`config.mk`:
```
export PLATFORM = sky130hd
export DESIGN_NAME = avalon_mm_arbiter
export DESIGN_NICKNAME = d
export VERILOG_FILES = /design/src/rtl/avalon_mm_arbiter.sv
export SDC_FILE = /design/constraint.sdc
export NUM_CORES = 1
export LEC_CHECK = 0
export CORE_AREA = 2 2 110 112
export CTS_CLUSTER_DIAMETER = 60
export DETAILED_ROUTE_END_ITERATION = 8
export DIE_AREA = 0 0 112 114
export PLACE_DENSITY_LB_ADDON = 0.3
export SYNTH_ARGS = -nofsm -noshare
export SYNTH_HDL_FRONTEND = slang
export SYNTH_SLANG_ARGS = --single-unit
export TNS_END_PERCENT = 1
```
`constraint.sdc`:
```
create_clock -name clk -period 2.4 [get_ports clk]
set_input_delay 0.24 -clock clk [delete_from_list [all_inputs] [get_ports clk]]
set_output_delay 0.24 -clock clk [all_outputs]
set_load 0.02 [all_outputs]
```
`src/rtl/avalon_mm_arbiter.sv`:
```
// avalon_mm_arbiter: N-host to 1-agent Avalon-MM arbiter with one outstanding transfer.
// Define ARB_ROUND_ROBIN_EN for round-robin arbitration; otherwise the lowest requesting index wins.
module avalon_mm_arbiter #(
    parameter  int NUM_HOSTS = 2,
    parameter  int ADDR_W    = 32,
    parameter  int DATA_W    = 32,
    localparam int BE_W      = DATA_W / 8,
    localparam int GW        = $clog2(NUM_HOSTS)
) (
    input  logic                        clk,
    input  logic                        rst_n,
    input  logic [NUM_HOSTS*ADDR_W-1:0] h_address,
    input  logic [NUM_HOSTS*BE_W-1:0]   h_byteenable,
    input  logic [NUM_HOSTS-1:0]        h_read,
    input  logic [NUM_HOSTS-1:0]        h_write,
    input  logic [NUM_HOSTS*DATA_W-1:0] h_writedata,
    output logic [NUM_HOSTS-1:0]        h_waitrequest,
    output logic [DATA_W-1:0]           h_readdata,
    output logic [NUM_HOSTS-1:0]        h_readdatavalid,
    output logic [ADDR_W-1:0]           a_address,
    output logic [BE_W-1:0]             a_byteenable,
    output logic                        a_read,
    output logic                        a_write,
    output logic [DATA_W-1:0]           a_writedata,
    input  logic                        a_waitrequest,
    input  logic [DATA_W-1:0]           a_readdata,
    input  logic                        a_readdatavalid,
    output logic [GW-1:0]               grant_idx,
    output logic                        busy
);

    typedef enum logic [1:0] {IDLE, ISSUE, WAIT_DATA} state_e;

    state_e                  state_q, state_d;
    logic [GW-1:0]           grant_q, grant_d, win;
    logic [NUM_HOSTS-1:0]    req;
    logic [ADDR_W-1:0]       addr_a [NUM_HOSTS];
    logic [BE_W-1:0]         be_a   [NUM_HOSTS];
    logic [DATA_W-1:0]       wd_a   [NUM_HOSTS];
    logic                    g_read, g_write, issue, accept, done, rdv;

    assign req     = h_read | h_write;
    assign g_read  = h_read[grant_q];
    assign g_write = h_write[grant_q];
    assign issue   = state_q == ISSUE;
    assign accept  = issue && !a_waitrequest;
    // A write, or a read answered in its accept cycle, finishes without visiting WAIT_DATA
    assign done    = (accept && (g_write || !g_read || a_readdatavalid)) || (state_q == WAIT_DATA && a_readdatavalid);
    assign rdv     = (accept && g_read && !g_write && a_readdatavalid) || (state_q == WAIT_DATA && a_readdatavalid);

    for (genvar g = 0; g < NUM_HOSTS; g++) begin : g_slice
        assign addr_a[g] = h_address[g*ADDR_W +: ADDR_W];
        assign be_a[g]   = h_byteenable[g*BE_W +: BE_W];
        assign wd_a[g]   = h_writedata[g*DATA_W +: DATA_W];
    end

`ifdef ARB_ROUND_ROBIN_EN
    logic [GW-1:0] ptr_q, ptr_d;

    // Next search start is the host after the one that last completed a transfer
    assign ptr_d = done ? (grant_q == GW'(NUM_HOSTS - 1) ? '0 : grant_q + 1'b1) : ptr_q;

    // Round-robin pointer register
    always_ff @(posedge clk or negedge rst_n) begin
        if (!rst_n) ptr_q <= '0;
        else        ptr_q <= ptr_d;
    end

    // Search from ptr_q upwards with wrap; the closest requester to the pointer wins
    always_comb begin
        win = ptr_q;
        for (int k = NUM_HOSTS - 1; k >= 0; k--)
            if (req[(int'(ptr_q) + k) % NUM_HOSTS]) win = GW'((int'(ptr_q) + k) % NUM_HOSTS);
    end
`else
    // Fixed priority: the lowest requesting index wins
    always_comb begin
        win = '0;
        for (int k = NUM_HOSTS - 1; k >= 0; k--)
            if (req[k]) win = GW'(k);
    end
`endif

    // State and grant registers
    always_ff @(posedge clk or negedge rst_n) begin
        if (!rst_n) begin
            state_q <= IDLE;
            grant_q <= '0;
        end else begin
            state_q <= state_d;
            grant_q <= grant_d;
        end
    end

    // Next-state logic; the grant is captured only when leaving IDLE
    always_comb begin
        state_d = state_q;
        grant_d = grant_q;
        case (state_q)
            IDLE: if (|req) begin
                state_d = ISSUE;
                grant_d = win;
            end
            ISSUE:     if (accept) state_d = done ? IDLE : WAIT_DATA;
            WAIT_DATA: if (a_readdatavalid) state_d = IDLE;
            default:   state_d = IDLE;
        endcase
    end

    // Outputs: agent mirrors the granted host only while issuing; everyone else sees its own request as stall
    always_comb begin
        a_read          = issue & g_read & ~g_write;
        a_write         = issue & g_write;
        a_address       = issue ? addr_a[grant_q] : '0;
        a_byteenable    = issue ? be_a[grant_q] : '0;
        a_writedata     = issue ? wd_a[grant_q] : '0;
        h_waitrequest   = req;
        if (issue) h_waitrequest[grant_q] = a_waitrequest;
        h_readdatavalid = '0;
        if (rdv) h_readdatavalid[grant_q] = 1'b1;
        h_readdata      = rdv ? a_readdata : '0;
        busy            = state_q != IDLE;
        grant_idx       = grant_q;
    end

    // The granted host must hold its request until the agent accepts it
    hold_req_a: assert property (@(posedge clk) disable iff (!rst_n) issue |-> req[grant_q]);

endmodule

```
* Word level (Yosys, flattened, before mapping)
Cells that the tools add are included.
** Storage, ports and cells
- Flip-flop bits (word level) :: 3
- Input bits :: 176
- Word-level logic and storage cells :: 64
- Output and inout bits :: 108
** Cells by class
- Bitwise logic cells :: 6
- $lt $le $gt $ge :: 3
- Mux-type cells :: 29
- Eq/ne operators :: 5
- Reductions and logical operators :: 19
** Operators with widths (count)
- two-way mux 32 bit :: 9
- two-way mux 4 bit :: 4
- two-way mux 2 bit :: 6
- logical AND 1 bit :: 7
- two-way mux 1 bit :: 7
- case mux 2 bit (3 select lines) :: 1
- logical OR 1 bit :: 4
- inequality test 2 bit, second input constant :: 2
- AND 1 bit :: 3
- zero test 1 bit :: 3
- AND reduction 3 bit :: 1
- bitwise mux 2 bit :: 1
- equality test 2 x 1 -> 1 bit, second input constant :: 1
- equality test 2 bit, second input constant :: 1
- >= comparator 2 bit, second input constant :: 1
- zero test 2 bit :: 1
- less-than comparator 1 x 2 -> 1 bit, second input constant :: 1
- inequality test 2 x 1 -> 1 bit, second input constant :: 1
- NOT 1 -> 2 bit :: 1
- OR 2 bit :: 1
- AND reduction 2 bit :: 1
- nonzero test 2 bit :: 1
- OR reduction 2 bit :: 1
- demux 1 bit (select 1 bit) :: 1
- 2 further kinds :: 2

* Depth between registers and ports, before layout
- Word-level depth :: 10
- Gate-level depth with buffers :: 5
- Mapped depth without buffers :: 4

* Worst setup path after synthesis
Ideal clock, no wire load.
- Path kind :: flip-flop to output port
- Start :: reg grant_q (netlist: grant_idx)
- End :: out h_readdata[0]
- Cell stages (with the launch flop) :: 6
- Required time :: 2160 ps
- Setup slack :: 437 ps
- Data arrival time :: 1723 ps
- Path buffers :: 2
- Cell sequence :: dfrtp_1 -> or3b_1 -> a211o_1 -> buf_2 -> buf_6 -> a21oi_2
** Between the ends
- Word-level cells in the longest chain between the ends :: 7
- Elaborated cells on any way between the ends :: 10
- Classes of those cells :: mux (5); reduce/logical (5)
** Ends and longest elaborated chain
- start: declaration :: RTL line 35 : logic [GW-1:0] grant_q, grant_d, win;
- start signal: assignment :: RTL line 91 : grant_q <= grant_d;
- two-way mux 1 bit, on equally long branches (2 in series) :: RTL line 43, 44
- logical AND 1 bit or zero test 1 bit (tied branches) :: RTL line 49 : assign rdv = (accept && g_read && !g_write && a_readdatavalid) || (state_q == WAIT_DATA && a_readdatavalid);
- logical AND 1 bit * (2 in series) :: RTL line 49
- logical OR 1 bit * :: RTL line 49
- two-way mux 32 bit * :: RTL line 121 : h_readdata = rdv ? a_readdata : '0;
- end: declaration :: RTL line 18 : output logic [DATA_W-1:0] h_readdata,
Mark *: on every way between the ends. The rest lies on a longest branch, timed or not. The select of a mux whose other input is x is not followed.

* Worst setup path in the final report
- Start :: reg grant_q (netlist: grant_idx)
- End :: out a_byteenable[1]
** Between the ends
- Word-level cells in the longest chain between the ends :: 5
** Ends and longest elaborated chain
- NOT 1 -> 2 bit (implied by the code) :: RTL line 115 : a_byteenable = issue ? be_a[grant_q] : '0;
- two-way mux 4 bit (implied by the code) (3 in series) :: RTL line 115
- two-way mux 4 bit :: RTL line 115
- end: declaration :: RTL line 21 : output logic [BE_W-1:0] a_byteenable,
No other way between the ends. The select of a mux whose other input is x is not followed.

==> impl_results.md <==
* Status: completed
* Clock share of power at 11.3%
* CTS Hold Bufs at 0
* Core Area at 11700 sq um
* Cell-internal power at 0.00132 W
* Final WL at 10000 um
* CTS sink cnt at 3
* Worst-path cell chain: buf_4 -> buf_16 -> mux2i_1 -> nor2_1 -> clkdlybuf4s50_1
* First-pass GRT wire length at 14400 um
* Startpoint type of the worst setup path: register
* Flop2flop setup slack at 0.73 ns
* Setup bufs post-CTS at 0
* Worst rel slew slack at 64.3%
* 1st-iter DRT viols at 123
* Sequential-to-total area share from yosys stat at 4.42%
* Distinct cell type count after synthesis at 21
* Dpl hpwl at 8000 um
* Setup violations, final at 0
* Worst setup EP type: output port
* Placer's final routability congestion estimate at 0.842
* P_sw at 0.00105 W
* Drt drc at 0
* Cells after Synth at 259
* CTS tree: done
* Setup WS post-layout at 0.112 ns
* Hold violation count in the final report at 0
* Measured slew at the worst slew-check pin at 0.536 ns
* Placed Cells incl. Taps at 672
* Drt pass-1 iters at 4
* Site Rows at 40
* CP Max Fanout at 34
* Req. time, crit path at 2.16 ns
* Via Count at 2841
* Port Buf Inserts at 283
* Synth Cell Area at 1700 sq um
* Fin nets at 707
* Max frequency at 0.437 GHz
* Tot GR Track Use at 14.0%
* Final non-filler cell total at 677
* Syn Nets at 435
* Logic pwr share at 85.8%
* Initial core utilization at 14.5%
* Initial antenna violation count at 0
* Pins Over Slew Limit at 0
* Hold WC Path Type: input pin to asynchronous set/reset pin
* Clock latency at the later pin of the worst-skew pair at 0.23 ns
* Largest net degree at the start of global routing at 74
* Die width at 112 um
* Minimum clock period at 2.29 ns
* Max Root-Sink Buffers at 2
* Syn avg cell area at 6.57 sq um
* P&R area growth vs syn at 173%
* Worst setup path class: register to output port
* Sw frac at 44.4%
* Yosys warnings at 0
* VDD IR max at 248 uV
* RSZ-0062 raised after global routing: false
* TritonCTS Buffers at 3
* Flop pwr share at 2.9%
* Vias/cell at 4.20
* Fin crit share at 95.3%
* Commonest cells after routing, fill and taps aside: clkdlybuf4s50_1 (239), nor2_1 (74), mux2i_1 (68), nand2_1 (34), a21oi_2 (30)
* Crit path arrival time at 2.05 ns
* I/O Pins at 284
* Die Span Y at 114 um
* Max-cap violations at 0
* Critical-path top delay cell: clkdlybuf4s50_1
* Die area at 12800 sq um
* CP peak stage delay at 0.55 ns
* Pre-CTS setup slack at -0.306 ns
* WL per Instance at 14.8 um
* R2R Path Start: grant_idx
* Skew final at 0.00345 ns
* Leakage at 1.96 nW
* Clock-pin slew on the worst setup and hold paths at 0.03 ns
* Delay-heaviest family, CP: buffers and inverters
* #FFs+latches synth at 3
* Overflow after GRT at 0
* Root Buffer: clkbuf_16
* FF-to-FF End: state_q[1]
* CP bufs+invs at 3
* Diodes inserted at 0
* Layout cell share with drive strength beyond 1 at 16.2%
* Post-DRT Antenna Nets at 0
* Register-to-Register Path Depth at 4
* PwrDens at 511 nW/um^2
* Vias in the first global route at 2793
* Commonest non-fill, non-tap cell in the layout: clkdlybuf4s50_1
* # H-tree levels at 1
==> kinds of logic (layout without fill, tap and decap cells) <==
family	after synthesis	in the layout	synth area share [%]
compound gates	40	40	18.8
flops	3	3	4.41
mux	70	70	41.3
simple gates	116	116	26.9
buf+inv	30	301	8.54
==> cell usage after synthesis <==
cell type / count / share of area [%]
a211o_1: 1 / 0.52
a21oi_1: 7 / 2.1
a21oi_2: 30 / 15
buf_2: 8 / 2.4
buf_6: 3 / 2.0
clkbuf_1: 17 / 3.8
dfrtp_1: 3 / 4.4
inv_1: 2 / 0.44
mux2_2: 1 / 0.66
mux2i_1: 69 / 41
nand2_1: 34 / 7.5
nand2b_1: 2 / 0.74
nand3b_1: 1 / 0.44
nor2_1: 74 / 16
nor2b_1: 1 / 0.37
nor3_1: 1 / 0.29
nor4_1: 1 / 0.37
o21ai_0: 1 / 0.29
o31a_1: 1 / 0.52
or2_2: 1 / 0.37
or3b_1: 1 / 0.52
==> cell type report <==
cell class | count | area, sq um
clock buffers | 4 | 78.8
fillers | 1218 | 7070
inverters | 2 | 7.51
multi-input cells | 226 | 1490
flip-flops and latches | 3 | 78.8
well taps | 147 | 184
repair buffers | 295 | 2800
==> power groups by stage <==
stage,logic (W),clock network (W),registers (W)
finish,0.00203,0.000268,0.0000694
global route,0.00217,0.000279,0.0000714
CTS,0.00204,0.000275,0.0000701
detailed placement,0.00205,0,0.0000707
global placement,0.00203,0,0.0000700
floorplan,0.00105,0,0.0000738
==> how the worst max path moves through the flow <==
stage               startpoint                  to  slack (ns)  depth (start not counted)
floorplan            grant_idx       h_readdata[0]        0.44                          5
detailed placement   h_read[0]      h_readdata[31]       -0.31                          6
global route         grant_idx     a_writedata[23]        0.02                          5
global placement     h_read[0]  h_readdatavalid[1]       -0.30                          6
finish               grant_idx     a_byteenable[1]        0.11                          5
CTS                  grant_idx     a_writedata[23]       -0.03                          5
==> registers in the layout (all words and copies together) (netlist names) <==
register and count:
state_q 2, grant_idx 1
==> through the flow <==
stage                     hold WS (ns)  total power [W]  TNS, ns  util [%]  instance area [sq um]
after global routing             0.215          0.00252        0      39.6                   4640
final                            0.202          0.00237        0      39.6                   4640
after CTS                        0.201          0.00238  -0.0917      40.9                   4790
after floorplan                -0.0556          0.00112        0         -                   1700
after global placement           0.437          0.00210    -9.25      40.2                   4710
after detailed placement         0.441          0.00212    -9.25      40.2                   4710
==> what timing repair did <==
action                                  4_1_cts  5_1_grt
endpoints found under the setup margin       63       90
gates resized for setup                      84       36
cloned                                        0        1
==> routing by layer <==
layer	track usage [%]	part of all wire, %	up-vias
li1	-	-	1410
met1	14.6	36	1263
met2	26.9	52	154
met3	4.84	10	14
met4	3.25	1.6	0
met5	0	0	-
Note: power is estimated with default switching activity, not from simulation.
